--- src/rtl/da2_stream.sv ---
`timescale 1ns/1ps
`default_nettype none
// ============================================================================
// Module   : da2_stream
// Purpose  : Pmod DA2 driver. Serialises one 16-bit DAC121S101 frame per
//            channel ({2'b00, mode, value}, MSB first), generates its own
//            SCLK, and supports single-shot, continuous and one-deep pending
//            frame requests.
// Ports    : clk        - system clock, rising edge
//            rst        - asynchronous reset, active low
//            value_a/b  - 12-bit channel codes (B ignored when CHANNELS=1)
//            mode_a/b   - 2-bit power-down bits per channel
//            update     - request one frame (sampled every clk)
//            continuous - while high, frames repeat back-to-back
//            busy       - high from SYNC fall through the done cycle
//            done       - one-clk pulse on the last gap cycle of a frame
//            SCLK       - serial clock, idles high
//            SYNC       - frame select, active low
//            SDATA_A/B  - serial data (SDATA_B constant 0 when CHANNELS=1)
// Revision : 1.0 - initial release
// ============================================================================
module da2_stream #(
  parameter int CLK_DIV    = 2,
  parameter int CHANNELS   = 2,
  parameter int GAP_CYCLES = 4
) (
  input  logic        clk,
  input  logic        rst,
  input  logic [11:0] value_a,
  input  logic [11:0] value_b,
  input  logic [1:0]  mode_a,
  input  logic [1:0]  mode_b,
  input  logic        update,
  input  logic        continuous,
  output logic        busy,
  output logic        done,
  output logic        SCLK,
  output logic        SYNC,
  output logic        SDATA_A,
  output logic        SDATA_B
);

  localparam logic [7:0] H_LAST   = 8'(CLK_DIV - 1);
  localparam int         GW       = (GAP_CYCLES > 1) ? $clog2(GAP_CYCLES) : 1;
  localparam logic [GW-1:0] GAP_LAST = GW'(GAP_CYCLES - 1);
  // Gap count one before the last; done is registered, so it is set here.
  localparam logic [GW-1:0] GAP_PRE  = GW'(GAP_CYCLES - 2);
  localparam bit         HAS_B    = (CHANNELS > 1);

  typedef enum logic [1:0] {
    S_IDLE  = 2'd0,
    S_SHIFT = 2'd1,
    S_GAP   = 2'd2
  } state_t;

  state_t        state_q;
  logic [7:0]    half_q;     // clk count within one SCLK half-period
  logic [4:0]    ph_q;       // SCLK half-period index 0..31 within a frame
  logic [GW-1:0] gap_q;
  logic [15:0]   sr_a_q;
  logic [15:0]   sr_b_q;
  logic          pending_q;
  logic          busy_q;
  logic          done_q;
  logic          sclk_q;
  logic          sync_q;
  logic          sda_q;
  logic          sdb_q;

  logic          start_req_d;
  logic          load_d;
  logic [15:0]   word_a_d;
  logic [15:0]   word_b_d;

  always_comb begin
    start_req_d = update | pending_q | continuous;
    // A frame starts from IDLE or straight out of the last gap cycle.
    load_d      = start_req_d &&
                  ((state_q == S_IDLE) ||
                   ((state_q == S_GAP) && (gap_q == GAP_LAST)));
    word_a_d    = {2'b00, mode_a, value_a};
    word_b_d    = HAS_B ? {2'b00, mode_b, value_b} : 16'h0000;
  end

  always_ff @(posedge clk or negedge rst) begin
    if (!rst) begin
      state_q   <= S_IDLE;
      half_q    <= 8'd0;
      ph_q      <= 5'd0;
      gap_q     <= '0;
      sr_a_q    <= 16'h0000;
      sr_b_q    <= 16'h0000;
      pending_q <= 1'b0;
      busy_q    <= 1'b0;
      done_q    <= 1'b0;
      sclk_q    <= 1'b1;
      sync_q    <= 1'b1;
      sda_q     <= 1'b0;
      sdb_q     <= 1'b0;
    end else begin
      done_q <= 1'b0;
      // busy_q also covers the done cycle, so an update there is queued.
      if (update && busy_q) begin
        pending_q <= 1'b1;
      end

      case (state_q)
        S_IDLE: begin
          busy_q <= 1'b0;
        end

        S_SHIFT: begin
          if (half_q == H_LAST) begin
            half_q <= 8'd0;
            if (ph_q == 5'd31) begin
              state_q <= S_GAP;
              sync_q  <= 1'b1;
              sclk_q  <= 1'b1;
              sda_q   <= 1'b0;
              sdb_q   <= 1'b0;
              gap_q   <= '0;
              done_q  <= (GAP_CYCLES == 1);
            end else begin
              ph_q   <= ph_q + 5'd1;
              sclk_q <= ~sclk_q;
              // Data advances on SCLK rising edges only.
              if (!sclk_q) begin
                sr_a_q <= {sr_a_q[14:0], 1'b0};
                sr_b_q <= {sr_b_q[14:0], 1'b0};
                sda_q  <= sr_a_q[14];
                sdb_q  <= sr_b_q[14];
              end
            end
          end else begin
            half_q <= half_q + 8'd1;
          end
        end

        S_GAP: begin
          if (gap_q == GAP_LAST) begin
            if (!start_req_d) begin
              state_q <= S_IDLE;
              busy_q  <= 1'b0;
            end
          end else begin
            gap_q  <= gap_q + GW'(1);
            done_q <= (gap_q == GAP_PRE);
          end
        end

        default: begin
          state_q <= S_IDLE;
          busy_q  <= 1'b0;
          sync_q  <= 1'b1;
          sclk_q  <= 1'b1;
          sda_q   <= 1'b0;
          sdb_q   <= 1'b0;
        end
      endcase

      // Frame start: inputs latched here and nowhere else.
      if (load_d) begin
        state_q   <= S_SHIFT;
        sync_q    <= 1'b0;
        sclk_q    <= 1'b1;
        busy_q    <= 1'b1;
        pending_q <= 1'b0;
        half_q    <= 8'd0;
        ph_q      <= 5'd0;
        sr_a_q    <= word_a_d;
        sr_b_q    <= word_b_d;
        sda_q     <= word_a_d[15];
        sdb_q     <= word_b_d[15];
      end
    end
  end

  assign busy    = busy_q;
  assign done    = done_q;
  assign SCLK    = sclk_q;
  assign SYNC    = sync_q;
  assign SDATA_A = sda_q;
  assign SDATA_B = sdb_q;

endmodule
`default_nettype wire
--- config.mk ---
export PLATFORM = sky130hd
export DESIGN_NAME = da2_stream
export DESIGN_NICKNAME = d
export VERILOG_FILES = /design/src/rtl/da2_stream.sv
export SDC_FILE = /design/constraint.sdc
export NUM_CORES = 1
export LEC_CHECK = 0
export CAP_MARGIN = 20
export CORE_MARGIN = 2
export CORE_UTILIZATION = 35
export CTS_CLUSTER_SIZE = 12
export DETAILED_ROUTE_END_ITERATION = 6
export MAX_ROUTING_LAYER = met4
export PLACE_DENSITY_LB_ADDON = 0.05
export SLEW_MARGIN = 0
export SYNTH_ARGS = -nofsm -noshare
export SYNTH_HDL_FRONTEND = slang
export SYNTH_SLANG_ARGS = --single-unit
export TNS_END_PERCENT = 5
--- constraint.sdc ---
create_clock -name clk -period 5.3 [get_ports clk]
set_clock_uncertainty 0.15 [all_clocks]
set_input_delay 1.06 -clock clk [delete_from_list [all_inputs] [get_ports clk]]
set_output_delay 1.06 -clock clk [all_outputs]
set_load 0.1 [all_outputs]
==> Word-level counts from Yosys, hierarchy flattened <==
Cells that the tools add are included.
{ "totals": {"output_inout_bits": 6, "wordCells": 109, "inputBits": 32, "ff_bits": 54} }
{ "op_classes": {"n_mux": 53, "reduce_logical": 18, "n_addsub": 3, "eq_ne": 19, "bitwise": 3} }
{ "ops": {"columns": ["operator", "n"], "rows": [
  ["$mux 15", 10],
  ["$mux 8", 3],
  ["$mux 1", 21],
  ["$mux 5", 4],
  ["$mux 2", 8],
  ["$ne 2x2->1 const B", 6],
  ["$reduce_and 3->1", 4],
  ["$pmux 1 s2", 5],
  ["$ne 3x3->1 const B", 3],
  ["$add 8x1->8 const B", 1],
  ["$eq 8x1->1 const B", 1],
  ["$reduce_and 4->1", 2],
  ["$reduce_bool 2->1", 4],
  ["$eq 2x2->1 const B", 3],
  ["$pmux 2 s3", 1],
  ["$add 5x1->5 const B", 1],
  ["$eq 5x5->1 const B", 1],
  ["$reduce_and 5->1", 1],
  ["$ne 2x1->1 const B", 2],
  ["$ne 4x4->1 const B", 1],
  ["$pmux 2 s2", 1],
  ["$logic_and 1x1->1", 3],
  ["$ne 3x2->1 const B", 1],
  ["$add 2x1->2 const B", 1],
  ["other kinds (7)", 8]
]} }

==> Depth between registers and ports, before layout <==
{ "depth": {"word_depth": 6, "depth_mapped": 8, "depth_no_buf": 7} }

==> Worst setup path after synthesis <==
Ideal clock, no wire load.
{ "synth_timing": {"kind": "input port to flip-flop", "start": "in update", "end": "reg sr_b_q[1]", "n_path_buf": 2, "path_stages": 6, "t_required_ps": 5068, "t_arrival_ps": 2267, "slack_ps": 2801, "setup_ps": 82, "path_cell_list": "nor3_1 -> or3_1 -> buf_6 -> dlygate4sd1_1 -> nor2_1 -> a31oi_1"} }
{ "synth_via": {"elab_chain_len": 5, "elab_cells_between_ends": 9, "cone_classes": "eq/ne: 2; mux: 1; bitwise: 2; reduce/logical: 4"} }
{ "synth_lines": {"columns": ["element", "line_no", "source"], "rows": [
  ["start: declaration", "33", "input logic update,"],
  ["$or 1x1->1 * (2 in a row)", "76", "start_req_d = update | pending_q | continuous;"],
  ["$logic_and 1x1->1 *", "78", "load_d = start_req_d &&"],
  ["$ne 2x1->1 (no line) (tied with other cells)", null, null],
  ["$reduce_and 4->1 (no line)", null, null],
  ["end signal: assignment", "129", "sr_b_q <= {sr_b_q[14:0], 1'b0};"],
  ["end signal: assignment", "171", "sr_b_q <= word_b_d;"],
  ["end: declaration", "61", "logic [15:0] sr_b_q;"]
]} }
Mark *: on every way between the ends. The rest lies on a longest branch, timed or not.
A chain may end at the register's enable or synchronous reset.

==> Worst setup path in the final report <==
{ "layout_timing": {"start": "reg sclk_q (netlist: SCLK)", "end": "out SCLK"} }
{ "layout_rtl": {"columns": ["element", "line_no", "source"], "rows": [
  ["start: declaration", "65", "logic sclk_q;"],
  ["start signal: assignment", "125", "sclk_q <= ~sclk_q;"],
  ["end: declaration", "37", "output logic SCLK,"]
]} }
No word-level cell between the ends.

==> out/metrics.cfg <==
[detailed_routing]
drt_iter0_markers=71
drt_wl_total_mm=5.54
wl_per_cell_um=13.4
firstDrtPassIters=4
via_count=2080
avgViaCountPerCell=5.01
remaining_drc_errors=0
ant_nets=0

[setup_path]
crit_fanout=6
critical_path_class=flip-flop to output port
worstPathArrival_ns=2.07
r2r_cells=7
r2r-start=ph_q[0]$_DFFE_PN0P_
cp.required_ns=4.09
crit_buf_inv=1
crit_slowest_cell=clkdlybuf4s50_1
path_cells=clkdlybuf4s50_1
cp-start-kind=flip-flop
end_kind=output port
r2r_slack_ns=2.61
cp_top_family=buffers and inverters
r2r_end=sr_b_q[7]$_DFFE_PN0P_
max_stage_delay_ns=1.16

[min_path]
hold_depth=2
hold_end=SYNC$_DFFE_PN1P_
min_from=SYNC$_DFFE_PN1P_
hold_path_class=flip-flop to flip-flop

[timing]
grt_setup_unrepaired=false
drv_slew=0
min_period_ns=3.28
relSlewSlack_pct=30.2
setup_viol=0
worstMarginPinSlew_ns=1.04
setup_tns_ns=0
hold_viol=0
fmax_mhz=305
period_share_pct=61.9

[logic_synthesis]
syn-cell-area_um2=2630
syn_inst=286
synth_top_area_cell=dfrtp_1
yosysTopAreaCellShare_pct=49.5
synth_nets=324
synth.ff_latch_count=54
ys_seq_area_share_pct=51.5
synthDistinctLibCells=39
syn_area_per_cell_um2=9.20
yosys-top-cells-area=dfrtp_1 (49%), nand2_1 (9.3%), a31oi_1 (7.4%)
yosysWarnings=0

[floorplan]
die_w_um=90.7
fp.coreArea_um2=7250
pin_count=38
dieArea_um2=8220
dieHeight_um=90.7
placementRows=31
floorplan.initialDensity_pct=36.3

[job]
cap_violations=0

[cells_and_area]
layout-drive-gt1-share_pct=6.65
fin_util_pct=42.8
diodes=0
area_growth_pct=17.9
nets=354

[clocking]
clk_latency_ns=0.30
clk_path_buf_depth=2
clkSinkCount=54
numCtsBuffers=5
path_clk_slew_ns=0.09
cts_setup_buffers=0
cts_resized=0
hold_buffers=0
clockRootBuffer=clkbuf_8
cts_max_level=2
cts_tree=built

[global_routing]
grt_pass1_wl_mm=9.74
grt_usage_pct=14.8
grt_pass1_vias=2074
grt_max_degree=56
grt_antenna_before_repair=0
overflow=0

[placed_design]
port_buffers=37
hpwl_mm=3.55
place_congestion=0.710

[power]
ir_drop_mv=0.133
p_per_area_nw_per_um2=230
p_leak_nw=1.38

[status]
status=complete, no violations

## per-layer routing
metal | track usage (%) | up-vias | wire (um)
met3 | 3.84 | 5 | 250
met4 | 4.62 | 0 | 60
met1 | 19.1 | 983 | 2770
met5 | - | - | 0
li1 | - | 1049 | -
met2 | 22.9 | 43 | 2460
## state kept, by name, summed over array words and instances (netlist names)
register and cells:
sr_a_q 15, sr_b_q 15, half_q 8, ph_q 5, gap_q 2, state_q 2, SCLK 1, SDATA_A 1
SDATA_B 1, SYNC 1, busy 1, done 1, pending_q 1
## cell usage in the layout (no fill, tap or decap), types with 4 or more instances in the layout
cell type / netlist / final
a21oi_1: 12 / 12
inv_1: 5 / 5
nand4_1: 4 / 4
ha_1: 6 / 6
clkbuf_8: 0 / 5
clkdlybuf4s50_1: 0 / 36
nand3_1: 8 / 8
nor2_1: 36 / 36
o21ai_0: 7 / 7
dfrtp_1: 52 / 52
a31oi_1: 31 / 31
nand2_1: 65 / 65
## cell usage after synthesis (all sizes together)
library cell  count
nand2            65
dfrtp            52
nor2             36
a31oi            31
a21oi            12
buf               9
nand3             8
clkbuf            7
o21ai             7
ha                6
inv               5
nand4             4
a21o              3
and3              3
mux2i             3
nand2b            3
nor3              3
nor4              3
o22ai             3
a22o              2
dfstp             2
nor3b             2
or3               2
or3b              2
or4               2
xor2              2
a22oi             1
and2              1
and3b             1
dlygate4sd1       1
nor2b             1
o21ba             1
o21bai            1
o31ai             1
xnor2             1
## power breakdown
part / internal [mW] / leakage [nW] / switching [mW]
sequential: 0.429 / 0.630 / 0.00950
combinational: 0.0309 / 0.704 / 0.0264
clock: 0.0891 / 0.0438 / 0.128
## metrics by stage
stage	setup WS [ns]	hold slack, ns	std cells	total power [mW]	instance area [um^2]
2_1_floorplan	2.80	0.314	286	0.467	2630
3_3_place_gp	1.94	0.303	408	0.505	3020
3_5_place_dp	1.93	0.311	408	0.505	3020
4_1_cts	1.99	0.326	415	0.730	3100
5_1_grt	1.98	0.347	415	0.752	3100
6_report	2.02	0.319	415	0.713	3100
## area by class of cell
cell class,instances,area [um^2]
timing repair buffer,40,388
clock buffer,5,68.8
sequential,54,1350
inverter,5,18.8
fill,767,4150
tap,99,124
clock inverter,2,10.0
multi-input combinational,210,1140
## kinds of logic (layout without fill, tap and decap cells)
kind of cell | after synthesis | after routing | synth area share [%]
simple gates | 136 | 136 | 23.8
compound gates | 62 | 62 | 14.5
flops | 54 | 54 | 51.5
buf+inv | 22 | 52 | 5.28
fa+ha+maj | 6 | 6 | 2.85
xor+xnor | 3 | 3 | 0.999
mux | 3 | 3 | 1.14
## tightest hold or removal path, delay by kind of cell (launching register included)
family                 cells  cell delay (ns)
AO/OA/AOI/OAI              1             0.05
buffers and inverters      1             0.04
flip-flops                 1             0.38
## how the worst max path moves through the flow
| stage | start | to | slack [ns] | cells past startpoint |
|---|---|---|---|---|
| finish | SCLK$_DFFE_PN1P_ | SCLK | 2.02 | 1 |
| CTS | SCLK$_DFFE_PN1P_ | SCLK | 1.99 | 1 |
| global route | SCLK$_DFFE_PN1P_ | SCLK | 1.98 | 1 |
| detailed placement | update | sr_b_q[7]$_DFFE_PN0P_ | 1.93 | 4 |
| global placement | update | sr_b_q[11]$_DFFE_PN0P_ | 1.94 | 5 |
| floorplan | update | sr_b_q[1]$_DFFE_PN0P_ | 2.80 | 6 |
Power figures use the tool's default switching activity.
